$ cat src/rtl/param_queue_pkg.sv
// Shared types and default sizes for the param_queue block.
package param_queue_pkg;

  localparam int DEF_DATA_W = 8;
  localparam int DEF_DEPTH  = 8;

  typedef enum logic [1:0] {
    ENQ_IDLE     = 2'd0,
    ENQ_ACK      = 2'd1,
    ENQ_WAIT_LOW = 2'd2
  } enq_state_t;

endpackage

$ cat src/rtl/param_queue_if.sv
// Producer/consumer bundle of the param_queue block; the queue is the slave side.
interface param_queue_if
  import param_queue_pkg::*;
#(
  parameter int DATA_W = DEF_DATA_W,
  parameter int DEPTH  = DEF_DEPTH
);
  localparam int LEN_W = $clog2(DEPTH + 1);

  logic [DATA_W-1:0] data_in;
  logic              enqueue_in;
  logic              ack_out;
  logic              dequeue_in;
  logic [DATA_W-1:0] data_out;
  logic              valid_out;
  logic [LEN_W-1:0]  len_out;
  logic              full_out;
  logic              empty_out;
  logic              afull_out;
  logic              overflow_out;
  logic              underflow_out;

  modport master (
    output data_in, enqueue_in, dequeue_in,
    input  ack_out, data_out, valid_out, len_out,
           full_out, empty_out, afull_out, overflow_out, underflow_out
  );

  modport slave (
    input  data_in, enqueue_in, dequeue_in,
    output ack_out, data_out, valid_out, len_out,
           full_out, empty_out, afull_out, overflow_out, underflow_out
  );

endinterface

$ cat src/rtl/queue_req_sync.sv
// Two-flop synchronizer bringing the foreign-clock enqueue request into clk_10khz.
module queue_req_sync (
  input  logic clk_10khz,
  input  logic queue_rst,
  input  logic async_in,
  output logic sync_out
);

  logic meta_q;

  // NOTE: sequential state uses non-blocking assignments so both flops sample pre-edge values.
  always_ff @(posedge clk_10khz or posedge queue_rst) begin
    if (queue_rst) begin
      meta_q   <= 1'b0;
      sync_out <= 1'b0;
    end else begin
      meta_q   <= async_in;
      sync_out <= meta_q;
    end
  end

endmodule

$ cat src/rtl/param_queue.sv
// Parameterised queue with a synchronized level/ack enqueue handshake and pulsed pops.
// Define PARAM_QUEUE_DROP_EN to ack and discard requests made while full instead of stalling.
module param_queue
  import param_queue_pkg::*;
#(
  parameter int DATA_W    = DEF_DATA_W,
  parameter int DEPTH     = DEF_DEPTH,
  parameter int AFULL_LVL = DEPTH - 2
) (
  input  logic         clk_10khz,
  input  logic         queue_rst,
  param_queue_if.slave q
);

  localparam int PTR_W = $clog2(DEPTH);
  localparam int LEN_W = $clog2(DEPTH + 1);
  localparam logic [LEN_W-1:0] DEPTH_L = LEN_W'(DEPTH);
  localparam logic [LEN_W-1:0] AFULL_L = LEN_W'(AFULL_LVL);

  enq_state_t        state_q, state_d;
  logic              enq_s;
  logic              wr_en, rd_en;
  logic [DATA_W-1:0] mem [DEPTH];
  logic [PTR_W-1:0]  wr_ptr_q, rd_ptr_q;
  logic [LEN_W-1:0]  len_q, len_d;
  logic              full_q, empty_q, afull_q;
  logic              valid_q, udf_q;
  logic [DATA_W-1:0] dout_q;
`ifdef PARAM_QUEUE_DROP_EN
  logic              drop_d;
  logic              ovf_q;
`endif

  queue_req_sync u_req_sync (
    .clk_10khz (clk_10khz),
    .queue_rst (queue_rst),
    .async_in  (q.enqueue_in),
    .sync_out  (enq_s)
  );

  always_ff @(posedge clk_10khz or posedge queue_rst) begin
    if (queue_rst) state_q <= ENQ_IDLE;
    else           state_q <= state_d;
  end

  // NOTE: every output of this block gets a default first, so no branch can infer a latch.
  always_comb begin
    state_d = state_q;
    wr_en   = 1'b0;
`ifdef PARAM_QUEUE_DROP_EN
    drop_d  = 1'b0;
`endif
    case (state_q)
      ENQ_IDLE: begin
        if (enq_s) begin
          if (!full_q) begin
            wr_en   = 1'b1;
            state_d = ENQ_ACK;
          end else begin
`ifdef PARAM_QUEUE_DROP_EN
            drop_d  = 1'b1;
            state_d = ENQ_ACK;
`else
            state_d = ENQ_IDLE;
`endif
          end
        end
      end
      ENQ_ACK:      state_d = ENQ_WAIT_LOW;
      ENQ_WAIT_LOW: if (!enq_s) state_d = ENQ_IDLE;
      default:      state_d = ENQ_IDLE;
    endcase
  end

  // Flags come from pre-edge occupancy: a pop never makes room for a same-edge write.
  assign rd_en = q.dequeue_in && !empty_q;
  assign len_d = len_q + LEN_W'(wr_en) - LEN_W'(rd_en);

  // NOTE: storage is deliberately left out of reset; only pointers and occupancy define validity.
  always_ff @(posedge clk_10khz) begin
    if (wr_en) mem[wr_ptr_q] <= q.data_in;
  end

  always_ff @(posedge clk_10khz or posedge queue_rst) begin
    if (queue_rst) begin
      wr_ptr_q <= '0;
      rd_ptr_q <= '0;
      len_q    <= '0;
      full_q   <= 1'b0;
      empty_q  <= 1'b1;
      afull_q  <= 1'b0;
      valid_q  <= 1'b0;
      dout_q   <= '0;
      udf_q    <= 1'b0;
    end else begin
      len_q   <= len_d;
      full_q  <= (len_d == DEPTH_L);
      empty_q <= (len_d == '0);
      afull_q <= (len_d >= AFULL_L);
      valid_q <= rd_en;
      if (wr_en) wr_ptr_q <= wr_ptr_q + PTR_W'(1);
      if (rd_en) begin
        dout_q   <= mem[rd_ptr_q];
        rd_ptr_q <= rd_ptr_q + PTR_W'(1);
      end
      if (q.dequeue_in && empty_q) udf_q <= 1'b1;
    end
  end

`ifdef PARAM_QUEUE_DROP_EN
  always_ff @(posedge clk_10khz or posedge queue_rst) begin
    if (queue_rst)   ovf_q <= 1'b0;
    else if (drop_d) ovf_q <= 1'b1;
  end
  assign q.overflow_out = ovf_q;
`else
  assign q.overflow_out = 1'b0;
`endif

  assign q.ack_out       = (state_q == ENQ_ACK);
  assign q.data_out      = dout_q;
  assign q.valid_out     = valid_q;
  assign q.len_out       = len_q;
  assign q.full_out      = full_q;
  assign q.empty_out     = empty_q;
  assign q.afull_out     = afull_q;
  assign q.underflow_out = udf_q;

endmodule

$ cat src/flat_wrapper.sv
// flat-port wrapper written by rule: the top's interface ports become plain ports
module param_queue_flat import param_queue_pkg::*;
#(
  parameter int DATA_W    = DEF_DATA_W,
  parameter int DEPTH     = DEF_DEPTH,
  parameter int AFULL_LVL = DEPTH - 2
)
  (clk_10khz, queue_rst, q_data_in, q_enqueue_in, q_dequeue_in, q_ack_out, q_data_out, q_valid_out, q_len_out, q_full_out, q_empty_out, q_afull_out, q_overflow_out, q_underflow_out);
  param_queue_if #(.DATA_W(DATA_W), .DEPTH(DEPTH)) q_i ();
  input  logic clk_10khz;
  input  logic queue_rst;
  input wire logic [$bits(q_i.data_in)-1:0] q_data_in;
  input wire logic [$bits(q_i.enqueue_in)-1:0] q_enqueue_in;
  input wire logic [$bits(q_i.dequeue_in)-1:0] q_dequeue_in;
  output wire logic [$bits(q_i.ack_out)-1:0] q_ack_out;
  output wire logic [$bits(q_i.data_out)-1:0] q_data_out;
  output wire logic [$bits(q_i.valid_out)-1:0] q_valid_out;
  output wire logic [$bits(q_i.len_out)-1:0] q_len_out;
  output wire logic [$bits(q_i.full_out)-1:0] q_full_out;
  output wire logic [$bits(q_i.empty_out)-1:0] q_empty_out;
  output wire logic [$bits(q_i.afull_out)-1:0] q_afull_out;
  output wire logic [$bits(q_i.overflow_out)-1:0] q_overflow_out;
  output wire logic [$bits(q_i.underflow_out)-1:0] q_underflow_out;
  assign q_i.data_in = q_data_in;
  assign q_i.enqueue_in = q_enqueue_in;
  assign q_i.dequeue_in = q_dequeue_in;
  assign q_ack_out = q_i.ack_out;
  assign q_data_out = q_i.data_out;
  assign q_valid_out = q_i.valid_out;
  assign q_len_out = q_i.len_out;
  assign q_full_out = q_i.full_out;
  assign q_empty_out = q_i.empty_out;
  assign q_afull_out = q_i.afull_out;
  assign q_overflow_out = q_i.overflow_out;
  assign q_underflow_out = q_i.underflow_out;
  param_queue #(.DATA_W(DATA_W), .DEPTH(DEPTH), .AFULL_LVL(AFULL_LVL)) u_core (.clk_10khz(clk_10khz), .queue_rst(queue_rst), .q(q_i));
endmodule
$ cat config.mk
export PLATFORM = sky130hd
export DESIGN_NAME = param_queue_flat
export DESIGN_NICKNAME = d
export VERILOG_FILES = /design/src/rtl/param_queue_pkg.sv /design/src/rtl/param_queue_if.sv /design/src/rtl/queue_req_sync.sv /design/src/rtl/param_queue.sv /design/src/flat_wrapper.sv
export SDC_FILE = /design/constraint.sdc
export NUM_CORES = 1
export LEC_CHECK = 0
export CAP_MARGIN = 40
export CORE_ASPECT_RATIO = 1.75
export CORE_MARGIN = 2
export CORE_UTILIZATION = 40
export CTS_BUF_LIST = sky130_fd_sc_hd__clkbuf_4
export CTS_CLUSTER_SIZE = 14
export DETAILED_ROUTE_END_ITERATION = 12
export PLACE_DENSITY = 0.61
export SLEW_MARGIN = 15
export SYNTH_ARGS = -nofsm -noshare
export SYNTH_HDL_FRONTEND = slang
export SYNTH_SLANG_ARGS = --single-unit
$ cat constraint.sdc
create_clock -name clk_10khz -period 2.7 [get_ports clk_10khz]
set_input_delay 0.405 -clock clk_10khz [delete_from_list [all_inputs] [get_ports clk_10khz]]
set_output_delay 0.405 -clock clk_10khz [all_outputs]
set_load 0.05 [all_outputs]
==> impl_results.md, run 1 <==
- Outcome: completed
- CP endpoint kind: flop
- Arrival @ worst endpoint: 2.80 ns
- Worst-path clk slew: approximately 0.14 ns
- Ports: 31
- XOR/XNOR share of the synthesized area: under 10%
- Worst reg-to-reg setup slack: 0.29 ns
- Synth unique cells: 29
- Crit path max-delay family: adder cells
- Leakage power figure: approximately 1.7 nW
- # rows: 45
- Hold Path Class: input pin to asynchronous set/reset pin
- Fin Setup TNS: 0 ns
- Total GRT Usage: about 15%
- YS warnings: 0
- Synth Area in Adders: approximately 2.6%
- Max-cap viol count: 0
- Largest family of logic cells by synthesized area: multiplexers
- Ratio of cells with drive above 1 in the final layout: about a tenth
- First-pass GRT wire length: between 10000 and 15000 µm
- Initial Util: between 40% and 50%
- Grt ovf: 0
- CP max-delay cell: dfstp_2
- Register area share after synthesis: roughly 72%
- Levels on crit path: 11
- Setup violators final: 0
- CORE AREA: between 8000 and 9000 µm²
- Tmin final: ~2.4 ns
- Most common cell after layout, fill and taps aside: edfxtp_1
- Pins Over Slew Limit: 0
- Detail Placement HPWL: roughly 4600 µm
- Nets: about 300
- Tightest Pin Transition: between 0.8 and 0.9 ns
- Postcts setup bufs: 0
- Startpoint Class: flop
- Via count: a little under 2000
- Simple-gate share of the synthesized area: 7.55%
- Layout fillers: 756
- Number of global-route vias before repair: around 1900
- CP max stage delay: approximately 0.56 ns
- Crit path cell chain: nand2b_1 > inv_1 > ha_1 > inv_1 > ha_1 > inv_1 > fa_1 > xor2_1 > inv_1 > or3_1 > nor2_1
- Final core utilization: between 40% and 50%
- Most frequent cells in the layout: 64 x edfxtp_1, 32 x mux2i_1, 29 x clkdlybuf4s50_1
- Die H: 130 µm
- CTS Buf Count: 9
- Post-synthesis compound-gate area fraction: approximately 4.0%
- Largest net degree at the start of global routing: 35
- CTS tree: done
- Mean routed wirelength per cell: 17.1 µm
- Initial antenna violation count: 1
- Headroom to the max-slew limit: 44.9%
- Mux share of post-synthesis cell area: under 10%
- R2R depth: 11
- Post-route cell area: approximately 4200 µm²
- Die area: 9840 µm²
- Remaining antenna violation count: 0
- Worst skew pair latency: between 0.4 and 0.5 ns
- Root buffer cell: clkbuf_4
- Final Hold Vio Count: 0
- Crit path required time: about 3 ns
- Vias/cell: 4.88
- Clock buffer depth: 2
- Count of state elements after synthesis: a little over 90
- Syn_area_per_cell: roughly 15 µm²
- DRC Markers: 0
- Gpl congestion: 0.801
- Worst vdd rail ir drop: approximately 0.4 mV
- Die Wd: around 76 µm
- Fmax: about 410 MHz
- Hold_buf cts: 0
- Synth-to-Final Area Change: 17.0%
- DRT Wirelength: 6840 µm
- Syn Std Cell Area: 3610 µm²
- Worst Path Max Fanout: 3
- H-tree Lvls: 3
- Final clock skew: about 0.013 ns
- Pwr Density: approximately 1100 nW/µm²
- Clk sinks: approximately 90
- Synth Net Count: about 250
- Fin crit share: between 80% and 90%
- Critical path buffer and inverter count: 4
- Starting DRT DRC Count: 107
- Gate Count Post-Synth: around 240
- Port Buf Inserts: 29
- DRT Pass-1 Iters: 4
- Placed Area: approximately 4100 µm²
- Worst setup path class: flop to flop
- RSZ-0062 raised after global routing: false
- PostCTS Resize Cnt: 0
- Critical Path Most Common Cell: inv_1
[state kept, by name, summed over array words and instances, names as in the netlist, 2 cells and up]
name,cells
u_core.q.len_out,4
u_core.q.data_out,8
u_core.state_q,2
u_core.rd_ptr_q,3
u_core.mem,64
u_core.wr_ptr_q,3
[worst reg2reg max path, cell delays in order (launching register included)]
cell,delay [ns]
dfstp_2,0.56
nand2b_1,0.12
inv_1,0.06
ha_1,0.27
inv_1,0.06
ha_1,0.16
inv_1,0.06
fa_1,0.38
xor2_1,0.19
inv_1,0.07
or3_1,0.33
nor2_1,0.10
[synthesized netlist by cell type]
cell type,count,area (µm²)
o21ai_0,1,5.00
conb_1,1,3.75
a22oi_1,16,120
and2_1,1,6.26
fa_1,1,20.0
buf_6,2,22.5
nor2_1,9,33.8
xnor2_1,4,35.0
xor2_1,3,26.3
nand2_1,23,86.3
dfstp_2,1,26.3
nor3_1,2,10.0
inv_1,11,41.3
nand2b_1,5,31.3
mux2_2,1,11.3
mux2i_1,32,320
clkbuf_1,5,18.8
a21oi_1,1,5.00
nand3_1,8,40.0
a21o_1,2,15.0
dfrtp_1,26,651
or3_1,1,6.26
nand3b_1,1,7.51
nor4b_1,1,8.76
buf_4,3,22.5
ha_1,6,75.1
edfxtp_1,64,1920
nor4b_4,1,23.8
nor2b_1,3,18.8
[routing by layer]
metal / GRT usage, % / vias to the layer above / share of wire [%]
met5: 0 / - / 0
met4: 8.15 / 0 / 2.6
met3: 3.47 / 13 / 3.2
met2: 28.5 / 40 / 58
met1: 15.1 / 965 / 36
li1: - / 934 / -
[cells by family after synthesis]
kind of cell | Yosys count
buffers and inverters | 21
and+or+nand+nor | 55
other | 1
DFF | 91
adders and majority gates | 7
AOI/OAI and AO/OA | 20
xor gates and xnor gates | 7
muxes | 33
[power by group]
part | internal [W] | switching, W | leakage (nW) | total (W)
registers | 0.00178 | 0.000171 | 0.897 | 0.00195
logic | 0.000699 | 0.00118 | 0.676 | 0.00187
clock network | 0.000365 | 0.000428 | 0.0845 | 0.000793
total | 0.00285 | 0.00177 | 1.66 | 0.00462
[metrics by stage]
stage | total power [W] | setup slack, ns | hold slack (ns) | cells
finish | 0.00462 | 0.289 | 0.299 | 400
global placement | 0.00385 | 0.0616 | 0.335 | 383
global route | 0.00489 | 0.0971 | 0.338 | 400
CTS | 0.00468 | 0.268 | 0.289 | 399
detailed placement | 0.00390 | 0.00161 | 0.335 | 383
floorplan | 0.00333 | 0.0337 | 0.331 | 235
[path summary, 6_finish.rpt]
path / to / from
max: u_core.q.full_out / u_core.q.empty_out
min: u_core.rd_ptr_q[2] / queue_rst
max reg2reg: u_core.q.full_out / u_core.q.empty_out
min reg2reg: u_core.u_req_sync.sync_out / u_core.u_req_sync.meta_q
max in group asynchronous: u_core.q.empty_out / queue_rst
min in group clk_10khz: u_core.u_req_sync.sync_out / u_core.u_req_sync.meta_q
[area by class of cell]
| type | instances | area, µm² | area share (%) |
|---|---|---|---|
| antenna | 1 | 2.50 | 0.0592 |
| clock buffer | 9 | 67.6 | 1.60 |
| clock inverter | 7 | 82.6 | 1.95 |
| inverter | 11 | 41.3 | 0.976 |
| multi-input combinational | 123 | 910 | 21.5 |
| sequential | 91 | 2600 | 61.4 |
| tap | 117 | 146 | 3.46 |
| timing repair buffer | 41 | 380 | 8.99 |
Power figures use the tool's default switching activity.
==> run 2: changes to the inputs <==
--- a/config.mk
+++ b/config.mk
@@ -13,6 +13,7 @@
 export CTS_CLUSTER_SIZE = 14
 export DETAILED_ROUTE_END_ITERATION = 12
 export PLACE_DENSITY = 0.61
+export SKIP_LAST_GASP = 1
 export SLEW_MARGIN = 15
 export SYNTH_ARGS = -nofsm -noshare
 export SYNTH_HDL_FRONTEND = slang
==> constraint.sdc (replaced) <==
create_clock -name clk_10khz -period 2.9 [get_ports clk_10khz]
set_input_delay 0.435 -clock clk_10khz [delete_from_list [all_inputs] [get_ports clk_10khz]]
set_output_delay 0.435 -clock clk_10khz [all_outputs]
set_load 0.05 [all_outputs]
==> run 2 against run 1 <==
Sequential share of layout area down 0.091 points. First-iteration DRC count up 15%. Critical path depth unchanged. Global-route usage about the same. Via count down 1.0%. Maximum frequency up 0.17%. Final cell count unchanged. Critical path type unchanged. Largest cell class unchanged.
==> impl_results.md, run 2 (synthesized netlist as in run 1, its figures left out) <==
- Final clock skew: approximately 0.023 ns
- Pins Over Slew Limit: 0
- Worst vdd rail ir drop: about 0.41 mV
- CP max-delay cell: dfstp_2
- Vias/cell: around 4.8
- Critical path buffer and inverter count: 4
- Hold_buf cts: 0
- Clk sinks: 91
- Critical R2R Capture: u_core.q.full_out
- Starting DRT DRC Count: around 120
- Register area: between 2000 and 3000 µm²
- Die H: 130 µm
- Remaining antenna violation count: 0
- Max FFs per register: 64
- Crit path cell chain: nand2b_1 > inv_1 > ha_1 > inv_1 > ha_1 > inv_1 > fa_1 > xor2_1 > inv_1 > or3_1 > nor2_1
- Worst skew pair latency: between 0.4 and 0.5 ns
- Largest Register: u_core.mem
- Initial antenna violation count: 1
- Port Buf Inserts: 29
- R2R depth: 11
- # rows: 45
- H-tree Lvls: 3
- Fin Setup TNS: 0 ns
- DRT Wirelength: 6750 µm
- Max-cap viol count: 0
- Largest net degree at the start of global routing: 35
- Root buffer cell: clkbuf_4
- Reg2reg start: u_core.q.empty_out
- DRC Markers: 0
- Mean routed wirelength per cell: ~17 µm
- Tmin final: 2.41 ns
- Most frequent cells in the layout: 64 x edfxtp_1, 32 x mux2i_1, 29 x clkdlybuf4s50_1
- Critical Path Most Common Cell: inv_1
- Worst Path Max Fanout: 3
- Pwr Density: roughly 1000 nW/µm²
- Grt ovf: 0
- Fin crit share: 83.0%
- Critical Path Start: u_core.q.empty_out
- Worst-path clk slew: 0.14 ns
- Ports: 31
- Arrival @ worst endpoint: 2.78 ns
- Most common cell after layout, fill and taps aside: edfxtp_1
- CTS Buf Count: 9
- DRT Pass-1 Iters: 5
- Die Wd: roughly 76 µm
- Fmax: 415 MHz
- WHS: roughly 0.33 ns
- Initial Util: between 40% and 50%
- Setup violators final: 0
- CTS tree: done
- Hold Path Class: input pin to asynchronous set/reset pin
- Multi-input logic area: 910 µm²
- Die area: 9840 µm²
- Headroom to the max-slew limit: 43.5%
- PostCTS Resize Cnt: 0
- Crit path max-delay family: adder cells
- Worst Setup EP: u_core.q.full_out
- Crit path required time: between 3 and 4 ns
- Postcts setup bufs: 0
- Total GRT Usage: 15.4%
- CP endpoint kind: flop
- Worst reg-to-reg setup slack: approximately 0.49 ns
- CORE AREA: about 8700 µm²
- Nets: slightly below 300
- Synth-to-Final Area Change: 17.2%
- Via count: slightly below 2000
- Final Hold Vio Count: 0
- Levels on crit path: 11
- Clock buffer depth: 2
- RSZ-0062 raised after global routing: false
- Number of global-route vias before repair: between 1500 and 2000
- Leakage power figure: around 1.7 nW
- Startpoint Class: flop
- Ratio of cells with drive above 1 in the final layout: 10.6%
- Design Power: ~0.0043 W
- Gpl congestion: between 0.8 and 0.9
- Layout fillers: approximately 780
- Outcome: completed
- CP max stage delay: roughly 0.56 ns
- First-pass GRT wire length: about 10000 µm
- Tightest Pin Transition: around 0.85 ns
- Detail Placement HPWL: around 4500 µm
- Worst setup path class: flop to flop
==> run 2: cell types whose count changed in the layout (fill, tap and decap cells not counted), sizes merged <==
cell,change
clkbuf,+1
clkinv,-2
clkinvlp,+1
==> run 2: power breakdown <==
part           total (W)  leakage [nW]  switching, W  internal, W
sequential       0.00182         0.897      0.000157      0.00166
clock           0.000755        0.0838      0.000401     0.000354
combinational    0.00174         0.676       0.00109     0.000651
total            0.00431          1.66       0.00164      0.00266
==> run 2: worst min-delay path by stage <==
stage                             startpoint                    endpoint  slack, ns
floorplan           u_core.u_req_sync.meta_q  u_core.u_req_sync.sync_out       0.33
global placement    u_core.u_req_sync.meta_q  u_core.u_req_sync.sync_out       0.33
detailed placement  u_core.u_req_sync.meta_q  u_core.u_req_sync.sync_out       0.34
CTS                                queue_rst          u_core.rd_ptr_q[2]       0.31
global route                       queue_rst          u_core.rd_ptr_q[2]       0.35
finish                             queue_rst          u_core.rd_ptr_q[2]       0.33
==> run 2: layout make-up <==
cell class | instances | share of cell area (%)
sequential | 91 | 61.4
multi-input combinational | 123 | 21.5
timing repair buffer | 41 | 8.98
tap | 117 | 3.46
clock inverter | 6 | 1.92
clock buffer | 10 | 1.77
inverter | 11 | 0.975
antenna | 1 | 0.0591
==> run 2: per-layer routing <==
layer	part of all wire, %	GRT usage, %	up-vias
li1	-	-	936
met1	39	16.1	951
met2	56	27.2	37
met3	3.3	4.86	8
met4	1.9	6.81	0
met5	0	0	-
==> run 2: worst register-to-register path, stage by stage (launching register included) <==
cell and delay (ns):
dfstp_2 0.56, nand2b_1 0.12, inv_1 0.06, ha_1 0.27, inv_1 0.06, ha_1 0.16
inv_1 0.05, fa_1 0.37, xor2_1 0.19, inv_1 0.07, or3_1 0.33, nor2_1 0.09
==> run 2: through the flow <==
step	util (%)	setup slack, ns	cells	instance area (µm²)
5_1_grt	48.5	0.378	400	4240
4_1_cts	48.5	0.490	399	4230
3_3_place_gp	46.7	0.233	383	4080
6_report	48.5	0.493	400	4240
3_5_place_dp	46.7	0.198	383	4080
2_1_floorplan	-	0.234	235	3610
==> run 3: changes to the inputs <==
==> constraint.sdc (replaced) <==
create_clock -name clk_10khz -period 2.45 [get_ports clk_10khz]
set_input_delay 0.3675 -clock clk_10khz [delete_from_list [all_inputs] [get_ports clk_10khz]]
set_output_delay 0.3675 -clock clk_10khz [all_outputs]
set_load 0.05 [all_outputs]
==> run 3 against run 2 <==
Non-clock buffer count up 3. Sequential cell count unchanged. Core utilization up 0.62 points. Setup slack worse by 0.36 ns. Hold slack worse by 0.040 ns. First-iteration DRC count down 6.5%. Sequential share of layout area down 0.77 points. Design area up 1.3%. Total power up 19%. Sequential power up 18%. Final cell count up 0.75%. Clock power up 14%. Critical path type unchanged. Highest routed layer unchanged.
==> impl_results.md, run 3 (synthesized netlist as in run 1, its figures left out) <==
- Fmax: between 400 and 500 MHz
- Die area: between 9000 and 10000 µm²
- Final clock skew: about 0.006 ns
- Leakage power figure: roughly 1.7 nW
- Worst Setup EP: u_core.q.empty_out
- Most frequent cells in the layout: 64 x edfxtp_1, 32 x mux2i_1, 29 x clkdlybuf4s50_1
- Reg2reg start: u_core.q.empty_out
- H-tree Lvls: 3
- Initial antenna violation count: 1
- Nets: 299
- Gpl congestion: around 0.74
- Grt ovf: 0
- RSZ-0062 raised after global routing: false
- Die Wd: 75.8 µm
- Ports: 31
- CTS Buf Count: 9
- R2R depth: 11
- DRT Wirelength: approximately 6500 µm
- Final core utilization: between 40% and 50%
- Fin crit share: ~95%
- DRC Markers: 0
- WHS: approximately 0.3 ns
- Clock buffer depth: 2
- Setup violators final: 0
- Detail Placement HPWL: 4210 µm
- Port Buf Inserts: 29
- Dpl ws: -0.188 ns
- Worst vdd rail ir drop: 0.829 mV
- DRT Pass-1 Iters: 4
- CTS tree: done
- Largest net degree at the start of global routing: 35
- Worst setup path class: flop to flop
- Pwr Density: 1200 nW/µm²
- Arrival @ worst endpoint: 2.69 ns
- Final setup margin: 0.132 ns
- Root buffer cell: clkbuf_4
- Tightest Pin Transition: between 0.7 and 0.8 ns
- Ratio of cells with drive above 1 in the final layout: a little over an eighth
- CP endpoint kind: flop
- Largest Register: u_core.mem
- Worst Path Max Fanout: 3
- Worst-path clk slew: 0.12 ns
- Worst skew pair latency: approximately 0.43 ns
- Startpoint Class: flop
- Starting DRT DRC Count: roughly 120
- Critical Path Start: u_core.q.empty_out
- Die H: roughly 130 µm
- Number of global-route vias before repair: ~1900
- Initial Util: about two fifths
- Max-cap viol count: 0
- Crit path required time: between 2 and 3 ns
- Hold Path Class: input pin to asynchronous set/reset pin
- Critical R2R Capture: u_core.q.empty_out
- Clk sinks: 91
- # rows: 45
- Via count: between 1500 and 2000
- Synth-to-Final Area Change: 18.7%
- Outcome: completed
- Remaining antenna violation count: 0
- Worst reg-to-reg setup slack: 0.13 ns
- Most common cell after layout, fill and taps aside: edfxtp_1
- Final Hold Vio Count: 0
- Mean routed wirelength per cell: ~16 µm
- Tmin final: around 2.3 ns
- Pins Over Slew Limit: 0
- Total GRT Usage: 15.1%
- Headroom to the max-slew limit: 50.9%
- Postcts setup bufs: 0
- Max FFs per register: 64
- First-pass GRT wire length: 10200 µm
- CORE AREA: roughly 8700 µm²
- Vias/cell: around 4.8
[run 3: per-stage QoR]
step	instances	cell area [µm²]	setup TNS (ns)	power, W
3_5_place_dp	386	4130	-0.375	0.00433
3_3_place_gp	386	4130	-0.257	0.00430
4_1_cts	402	4280	0	0.00519
6_report	403	4290	0	0.00513
2_1_floorplan	235	3660	-0.209	0.00371
5_1_grt	403	4290	0	0.00545
[run 3: worst min-delay path by stage]
stage	from	endpoint	slack [ns]
finish	queue_rst	u_core.q.data_out[7]	0.29
global route	queue_rst	u_core.q.data_out[3]	0.32
CTS	queue_rst	u_core.q.data_out[2]	0.27
detailed placement	u_core.u_req_sync.meta_q	u_core.u_req_sync.sync_out	0.33
global placement	u_core.u_req_sync.meta_q	u_core.u_req_sync.sync_out	0.33
floorplan	u_core.u_req_sync.meta_q	u_core.u_req_sync.sync_out	0.33
[run 3: repair_timing]
item	CTS	global route
hold endpoints to repair	0	0
setup endpoints to repair	0	1
resized for setup	0	1
hold buffers	0	0
[run 3: routing by layer]
metal	GRT usage, %	vias up	routed length, µm
li1	-	941	-
met1	17.0	942	2500
met2	25.1	44	3470
met3	4.40	14	314
met4	7.95	0	195
met5	0	-	0
[run 3: worst max-delay path, cell delays in order (launching register included)]
cell	delay, ns
dfstp_2	0.56
nand2b_4	0.12
inv_2	0.05
ha_4	0.20
inv_2	0.06
ha_4	0.13
inv_2	0.03
fa_2	0.34
xor2_1	0.16
inv_1	0.07
or3_1	0.40
nor2_1	0.12
[run 3: power by group]
part | switching, W | internal (W)
Combinational | 0.00130 | 0.000822
Sequential | 0.000177 | 0.00196
Clock | 0.000462 | 0.000401
Total | 0.00194 | 0.00319
[run 3: cell type report]
type	count	area, µm²
Fill cell	771	4440
Sequential cell	91	2600
Multi-Input combinational cell	123	947
Timing Repair Buffer	44	403
Tap cell	117	146
Clock inverter	7	82.6
Clock buffer	9	67.6
Inverter	11	41.3
Antenna cell	1	2.50
